File: src/rtl/i2c_seq_pkg.sv
// Shared definitions for the I2C command sequencer: command op codes, FSM states,
// command-word field positions and the transmit byte selector.
package i2c_seq_pkg;

  typedef enum logic [1:0] {
    OP_WRITE = 2'b00,
    OP_DELAY = 2'b01,
    OP_END   = 2'b10,
    OP_NOP   = 2'b11
  } op_e;

  typedef enum logic [2:0] {
    IDLE   = 3'd0,
    DECODE = 3'd1,
    SEND   = 3'd2,
    WAIT   = 3'd3,
    DELAY  = 3'd4
  } state_e;

  localparam int unsigned OP_MSB      = 31;
  localparam int unsigned OP_LSB      = 30;
  localparam int unsigned PAYLOAD_MSB = 23;
  localparam int unsigned ADDR_HI_MSB = 23;
  localparam int unsigned ADDR_HI_LSB = 16;
  localparam int unsigned ADDR_LO_MSB = 15;
  localparam int unsigned ADDR_LO_LSB = 8;
  localparam int unsigned DATA_MSB    = 7;
  localparam int unsigned DATA_LSB    = 0;

  localparam logic [1:0] IDX_FIRST = 2'd0;
  localparam logic [1:0] IDX_LAST  = 2'd3;

  // Byte idx of a register-write transaction: slave address (write), addr hi, addr lo, data.
  function automatic logic [7:0] tx_byte(input logic [1:0] idx, input logic [23:0] payload,
                                         input logic [6:0] dev_addr);
    logic [7:0] b;
    case (idx)
      2'd0:    b = {dev_addr, 1'b0};
      2'd1:    b = payload[ADDR_HI_MSB:ADDR_HI_LSB];
      2'd2:    b = payload[ADDR_LO_MSB:ADDR_LO_LSB];
      2'd3:    b = payload[DATA_MSB:DATA_LSB];
      default: b = 8'h00;
    endcase
    return b;
  endfunction

endpackage

File: src/rtl/i2c_seq_timer.sv
// Loadable down-counter used for DELAY commands; saturates at zero and flags it.
module i2c_seq_timer #(
  parameter int unsigned WIDTH = 24
) (
  input  logic             clk_i,
  input  logic             rst_i,
  input  logic             load_i,
  input  logic [WIDTH-1:0] load_val_i,
  input  logic             dec_i,
  input  logic             clr_i,
  output logic             zero_o
);

  logic [WIDTH-1:0] count_q;
  logic [WIDTH-1:0] count_d;

  // Next count: clear beats load beats decrement.
  always_comb begin
    count_d = count_q;
    if (clr_i) begin
      count_d = '0;
    end else if (load_i) begin
      count_d = load_val_i;
    end else if (dec_i && (count_q != '0)) begin
      count_d = count_q - WIDTH'(1);
    end else begin
      count_d = count_q;
    end
  end

  // Counter register.
  always_ff @(posedge clk_i or posedge rst_i) begin
    if (rst_i) begin
      count_q <= '0;
    end else begin
      count_q <= count_d;
    end
  end

  assign zero_o = (count_q == '0);

endmodule

File: src/rtl/i2c_cmd_sequencer.sv
// Drains 32-bit command words from a show-ahead FIFO and sequences them into
// byte transfers for an I2C byte engine, with NACK retry and sticky error.
module i2c_cmd_sequencer
  import i2c_seq_pkg::*;
#(
  parameter logic [6:0]  DEV_ADDR    = 7'h3C,
  parameter int unsigned DELAY_WIDTH = 24,
  parameter int unsigned RETRY_MAX   = 3
) (
  input  logic        clk_i,
  input  logic        rst_i,
  input  logic        enable_i,
  input  logic        abort_i,
  input  logic        clear_err_i,
  input  logic [31:0] fifo_dout_i,
  input  logic        fifo_empty_i,
  output logic        fifo_read_o,
  output logic        byte_valid_o,
  output logic [7:0]  byte_data_o,
  output logic        byte_start_o,
  output logic        byte_stop_o,
  input  logic        byte_ready_i,
  input  logic        byte_done_i,
  input  logic        byte_nack_i,
  output logic        busy_o,
  output logic        cmd_ok_o,
  output logic        cmd_fail_o,
  output logic        seq_done_o,
  output logic        error_o
);

  localparam logic [7:0] RETRY_LIM = 8'(RETRY_MAX);

  state_e      state_q;
  op_e         op_q;
  logic [23:0] payload_q;
  logic [1:0]  idx_q;
  logic [7:0]  retry_q;
  logic        abort_pend_q;
  logic        byte_valid_q, byte_start_q, byte_stop_q;
  logic [7:0]  byte_data_q;
  logic        cmd_ok_q, cmd_fail_q, seq_done_q, error_q;
  logic        tmr_zero_s;
  logic        unused_ok_s;

  assign unused_ok_s = &{1'b0, fifo_dout_i[29:24]};

  assign fifo_read_o = (state_q == IDLE) && enable_i && !fifo_empty_i && !abort_i;

  i2c_seq_timer #(.WIDTH(DELAY_WIDTH)) u_timer (
    .clk_i      (clk_i),
    .rst_i      (rst_i),
    .load_i     ((state_q == DECODE) && (op_q == OP_DELAY)),
    .load_val_i (payload_q[DELAY_WIDTH-1:0]),
    .dec_i      (state_q == DELAY),
    .clr_i      ((state_q == DELAY) && abort_i),
    .zero_o     (tmr_zero_s)
  );

  // Sequencer FSM with registered byte-interface and status outputs.
  always_ff @(posedge clk_i or posedge rst_i) begin
    if (rst_i) begin
      state_q      <= IDLE;
      op_q         <= OP_NOP;
      payload_q    <= 24'h000000;
      idx_q        <= 2'd0;
      retry_q      <= 8'd0;
      abort_pend_q <= 1'b0;
      byte_valid_q <= 1'b0;
      byte_data_q  <= 8'h00;
      byte_start_q <= 1'b0;
      byte_stop_q  <= 1'b0;
      cmd_ok_q     <= 1'b0;
      cmd_fail_q   <= 1'b0;
      seq_done_q   <= 1'b0;
      error_q      <= 1'b0;
    end else begin
      cmd_ok_q   <= 1'b0;
      cmd_fail_q <= 1'b0;
      seq_done_q <= 1'b0;
      // A cmd_fail in the same cycle overrides this clear (later assignment).
      if (clear_err_i) begin
        error_q <= 1'b0;
      end
      case (state_q)
        IDLE: begin
          if (fifo_read_o) begin
            op_q         <= op_e'(fifo_dout_i[OP_MSB:OP_LSB]);
            payload_q    <= fifo_dout_i[PAYLOAD_MSB:0];
            retry_q      <= 8'd0;
            abort_pend_q <= 1'b0;
            state_q      <= DECODE;
          end
        end
        DECODE: begin
          if (abort_i) begin
            state_q <= IDLE;
          end else begin
            case (op_q)
              OP_WRITE: begin
                idx_q        <= IDX_FIRST;
                byte_valid_q <= 1'b1;
                byte_data_q  <= tx_byte(IDX_FIRST, payload_q, DEV_ADDR);
                byte_start_q <= 1'b1;
                byte_stop_q  <= 1'b0;
                state_q      <= SEND;
              end
              OP_DELAY: state_q <= DELAY;
              OP_END: begin
                seq_done_q <= 1'b1;
                state_q    <= IDLE;
              end
              default: state_q <= IDLE;
            endcase
          end
        end
        SEND: begin
          // Once the engine takes the byte, abort must wait for byte_done.
          if (byte_ready_i) begin
            byte_valid_q <= 1'b0;
            byte_start_q <= 1'b0;
            byte_stop_q  <= 1'b0;
            abort_pend_q <= abort_i;
            state_q      <= WAIT;
          end else if (abort_i) begin
            byte_valid_q <= 1'b0;
            byte_start_q <= 1'b0;
            byte_stop_q  <= 1'b0;
            state_q      <= IDLE;
          end
        end
        WAIT: begin
          if (byte_done_i) begin
            abort_pend_q <= 1'b0;
            if (abort_i || abort_pend_q) begin
              state_q <= IDLE;
            end else if (!byte_nack_i) begin
              if (idx_q == IDX_LAST) begin
                cmd_ok_q <= 1'b1;
                state_q  <= IDLE;
              end else begin
                idx_q        <= idx_q + 2'd1;
                byte_valid_q <= 1'b1;
                byte_data_q  <= tx_byte(idx_q + 2'd1, payload_q, DEV_ADDR);
                byte_start_q <= 1'b0;
                byte_stop_q  <= ((idx_q + 2'd1) == IDX_LAST);
                state_q      <= SEND;
              end
            end else if (retry_q < RETRY_LIM) begin
              retry_q      <= retry_q + 8'd1;
              idx_q        <= IDX_FIRST;
              byte_valid_q <= 1'b1;
              byte_data_q  <= tx_byte(IDX_FIRST, payload_q, DEV_ADDR);
              byte_start_q <= 1'b1;
              byte_stop_q  <= 1'b0;
              state_q      <= SEND;
            end else begin
              cmd_fail_q <= 1'b1;
              error_q    <= 1'b1;
              state_q    <= IDLE;
            end
          end else if (abort_i) begin
            abort_pend_q <= 1'b1;
          end
        end
        DELAY: begin
          if (abort_i || tmr_zero_s) begin
            state_q <= IDLE;
          end
        end
        default: state_q <= IDLE;
      endcase
    end
  end

  assign busy_o       = (state_q != IDLE);
  assign byte_valid_o = byte_valid_q;
  assign byte_data_o  = byte_data_q;
  assign byte_start_o = byte_start_q;
  assign byte_stop_o  = byte_stop_q;
  assign cmd_ok_o     = cmd_ok_q;
  assign cmd_fail_o   = cmd_fail_q;
  assign seq_done_o   = seq_done_q;
  assign error_o      = error_q;

endmodule

File: config.mk
export PLATFORM = sky130hd
export DESIGN_NAME = i2c_cmd_sequencer
export DESIGN_NICKNAME = d
export VERILOG_FILES = /design/src/rtl/i2c_seq_pkg.sv /design/src/rtl/i2c_seq_timer.sv /design/src/rtl/i2c_cmd_sequencer.sv
export SDC_FILE = /design/constraint.sdc
export NUM_CORES = 1
export LEC_CHECK = 0
export BUFFER_PORTS_ARGS = -buffer_cell sky130_fd_sc_hd__buf_2
export CORE_MARGIN = 5
export CORE_UTILIZATION = 30
export DETAILED_ROUTE_END_ITERATION = 6
export PLACE_DENSITY = 0.51
export SYNTH_ARGS = -nofsm -noshare
export SYNTH_HDL_FRONTEND = slang
export SYNTH_SLANG_ARGS = --single-unit
File: constraint.sdc
create_clock -name clk_i -period 5.5 [get_ports clk_i]
set_input_delay 0.275 -clock clk_i [delete_from_list [all_inputs] [get_ports clk_i]]
set_output_delay 0.275 -clock clk_i [all_outputs]
set_load 0.02 [all_outputs]
==> run metrics <==
critical path depth in cells 4; via count 3533; Num CTS Buffers 9; Seq cells post-synth slightly below 80; relative slew slack a little under a fifth; Vias/cell 5.25; crit-path max cell delay 760 ps; Clock Path Buffers 2; Setup-failing EPs final 0; n_diodes 0; CP Buf/Inv Count 2; Peak Freq ~0.3 GHz; antenna-violating nets left 0; postcts setup bufs 0; Site Rows 43; CTS tree built; slowest CP cell inv_1; Crit Path Category register to primary output; Hold-fix buffers, CTS 0; root buffer cell clkbuf_16; gr ovfl total 0; max-slew violation count 0; Register-to-Register Path Depth 5; DRC violations left 0; first-pass GRT wire length 18800 µm; crit end category primary output; Async SR Flop Fraction 100%; IO Port Bufs 51; Post-DP Area 4530 µm²; r2r endpoint u_timer.count_q[14]; final hold vios 0; RD Place Congestion 0.868; Synth Flop Type dfrtp_1; Setup crit end fifo_read_o; Top delay family on crit path buffers and inverters; CP Max Fanout 31; Synth Warn # 0; core area between 10000 and 15000 µm²; CP required 5220 ps; Syn Area/Cell 9.24 µm²; Global Route Usage Sum 14.5%; Netlist cell types 63; drt first pass iters 6; final wirelength 11400 µm; CTS clk-pin slew, worst paths 60 ps; die area 16300 µm²; status finished clean; worst path cell trace or3_1, or2_2, inv_1, buf_2; Peak VDD IR 0.218 mV; final cell count without fillers 673; HPWL Detailed 7940 µm; Clock Latency Late Sink 340 ps; sequential fraction of the synthesis area 47.6%; die width 128 µm; dpl cells 657; Synth Cell Area 4160 µm²; Reg2Reg Launch Point state_q[1]; CTS Sinks 79; Iter 0 DRT Violations 357; crit path DAT 2960 ps; vias in the first global route 3525; Worst Setup SP state_q[1]; largest net degree at the start of global routing 80; slew at the pin with the worst max-slew slack ~1200 ps; CP startpoint kind register; flop-to-flop setup slack 2650 ps; final period utilization 58.9%; EDFF count, synth 0; Post-Syn Instances 450; RSZ-0062 raised after global routing no; antenna violations before repair 0; PwrDens 515 nW/µm²; Die H 128 µm; Initial Util 30.3%; average routed wire per standard cell 16.9 µm; Net Count, Synth 499; fin crit period 3240 ps; CTS resizes 0; Final Instance Area 4820 µm²; ratio of cells with drive above 1 in the final layout about 19%; Hold Path Class primary input to register; clock skew approximately 9 ps; Final #Nets 537; Layout area overhead 16.0%; CTS HTree Levels 3; total I/O pin count 58; max-cap violations 0; Leak 2.26 nW; Sum Neg Setup Slack 0 ps
placed cells by master, fill, tap and decap left out, drive strengths merged, types with 6 or more instances in the layout:
cell | Yosys | routed
a211o | 6 | 6
buf | 8 | 53
clkbuf | 18 | 12
mux2 | 10 | 10
o21ai | 20 | 20
nand2 | 108 | 108
a222oi | 8 | 8
nor2 | 33 | 33
dfrtp | 77 | 77
a21oi | 15 | 15
inv | 11 | 10
nand3 | 7 | 7
ha | 8 | 8
nor3 | 12 | 12
or3 | 7 | 7
nor4 | 10 | 10
worst register-to-register path, delay by kind of cell (launching register included):
kind               cells  cell delay, ps
AOI/OAI and AO/OA      3            1400
DFF                    1             550
and+or+nand+nor        2             840
final cells by class:
| class | count | area [µm²] |
|---|---|---|
| clock inverter | 4 | 45.0 |
| fill | 1441 | 8900 |
| tap | 180 | 225 |
| clock buffer | 12 | 246 |
| multi-input combinational | 334 | 2010 |
| inverter | 11 | 42.5 |
| timing repair buffer | 53 | 270 |
| sequential | 79 | 1980 |
power by group:
group | total [W] | switching [W] | internal (W)
registers | 0.00109 | 0.000282 | 0.000809
clock network | 0.000596 | 0.000234 | 0.000362
logic | 0.000797 | 0.000457 | 0.000340
logic make-up (layout without fill, tap and decap cells):
| group | count (synthesis) | after routing | synth area share (%) |
|---|---|---|---|
| AOI/OAI and AO/OA | 92 | 92 | 17.2 |
| xor gates and xnor gates | 4 | 4 | 0.843 |
| adders and majority gates | 8 | 8 | 2.41 |
| buffers and inverters | 37 | 80 | 3.97 |
| DFF | 79 | 79 | 47.6 |
| muxes | 11 | 11 | 2.95 |
| and+or+nand+nor | 219 | 219 | 25.0 |
registers in the layout, summed over array words and instances (netlist names):
name and flops:
abort_pend_q 1, byte_data_o 8, byte_start_o 1, byte_stop_o 1, byte_valid_o 1, cmd_fail_o 1, cmd_ok_o 1, error_o 1
idx_q 2, op_q 2, payload_q 24, retry_q 8, seq_done_o 1, state_q 3, u_timer.count_q 24
synthesized netlist by cell type (5+ instances only):
master,count,share of area (%)
nand3_1,7,0.84
and3_1,5,0.75
a211o_1,6,1.3
a21oi_1,15,1.8
dfrtp_1,77,46
nand2_1,108,9.8
nor2_1,32,2.9
or3_1,6,0.90
mux2_2,9,2.4
a221o_1,5,1.2
and2_1,5,0.75
o31ai_1,5,0.90
nor4_1,10,1.5
clkbuf_1,17,1.5
inv_1,11,0.99
o221a_2,5,1.4
o21ai_0,16,1.9
nor3_1,12,1.4
ha_1,8,2.4
a222oi_1,8,1.9
through the flow:
| step | total power (W) | setup WS [ps] | util [%] | hold slack (ps) |
|---|---|---|---|---|
| 2_1_floorplan | 0.00163 | 3200 | - | 358 |
| 5_1_grt | 0.00266 | 2040 | 35.1 | 126 |
| 3_3_place_gp | 0.00186 | 2610 | 33.0 | 455 |
| 3_5_place_dp | 0.00188 | 2570 | 33.0 | 468 |
| 6_report | 0.00248 | 2260 | 35.1 | 117 |
| 4_1_cts | 0.00249 | 2240 | 35.1 | 108 |
per-layer routing:
metal	global-route usage, %	vias up	wire [µm]
li1	-	1703	-
met1	20.4	1698	5470
met2	21.4	111	5090
met3	2.63	21	574
met4	6.74	0	269
met5	0	-	0
how the worst min path moves through the flow:
stage               startpoint       endpoint  slack, ps  cells past startpoint
2_1_floorplan  fifo_dout_i[31]        op_q[1]        360                      2
3_3_place_gp           error_o        error_o        450                      1
3_5_place_dp   fifo_dout_i[31]        op_q[1]        470                      3
4_1_cts        fifo_dout_i[31]        op_q[1]        110                      3
5_1_grt        fifo_dout_i[18]  payload_q[18]        130                      3
6_report       fifo_dout_i[31]        op_q[1]        120                      3
(Power assumes the default switching activity.)
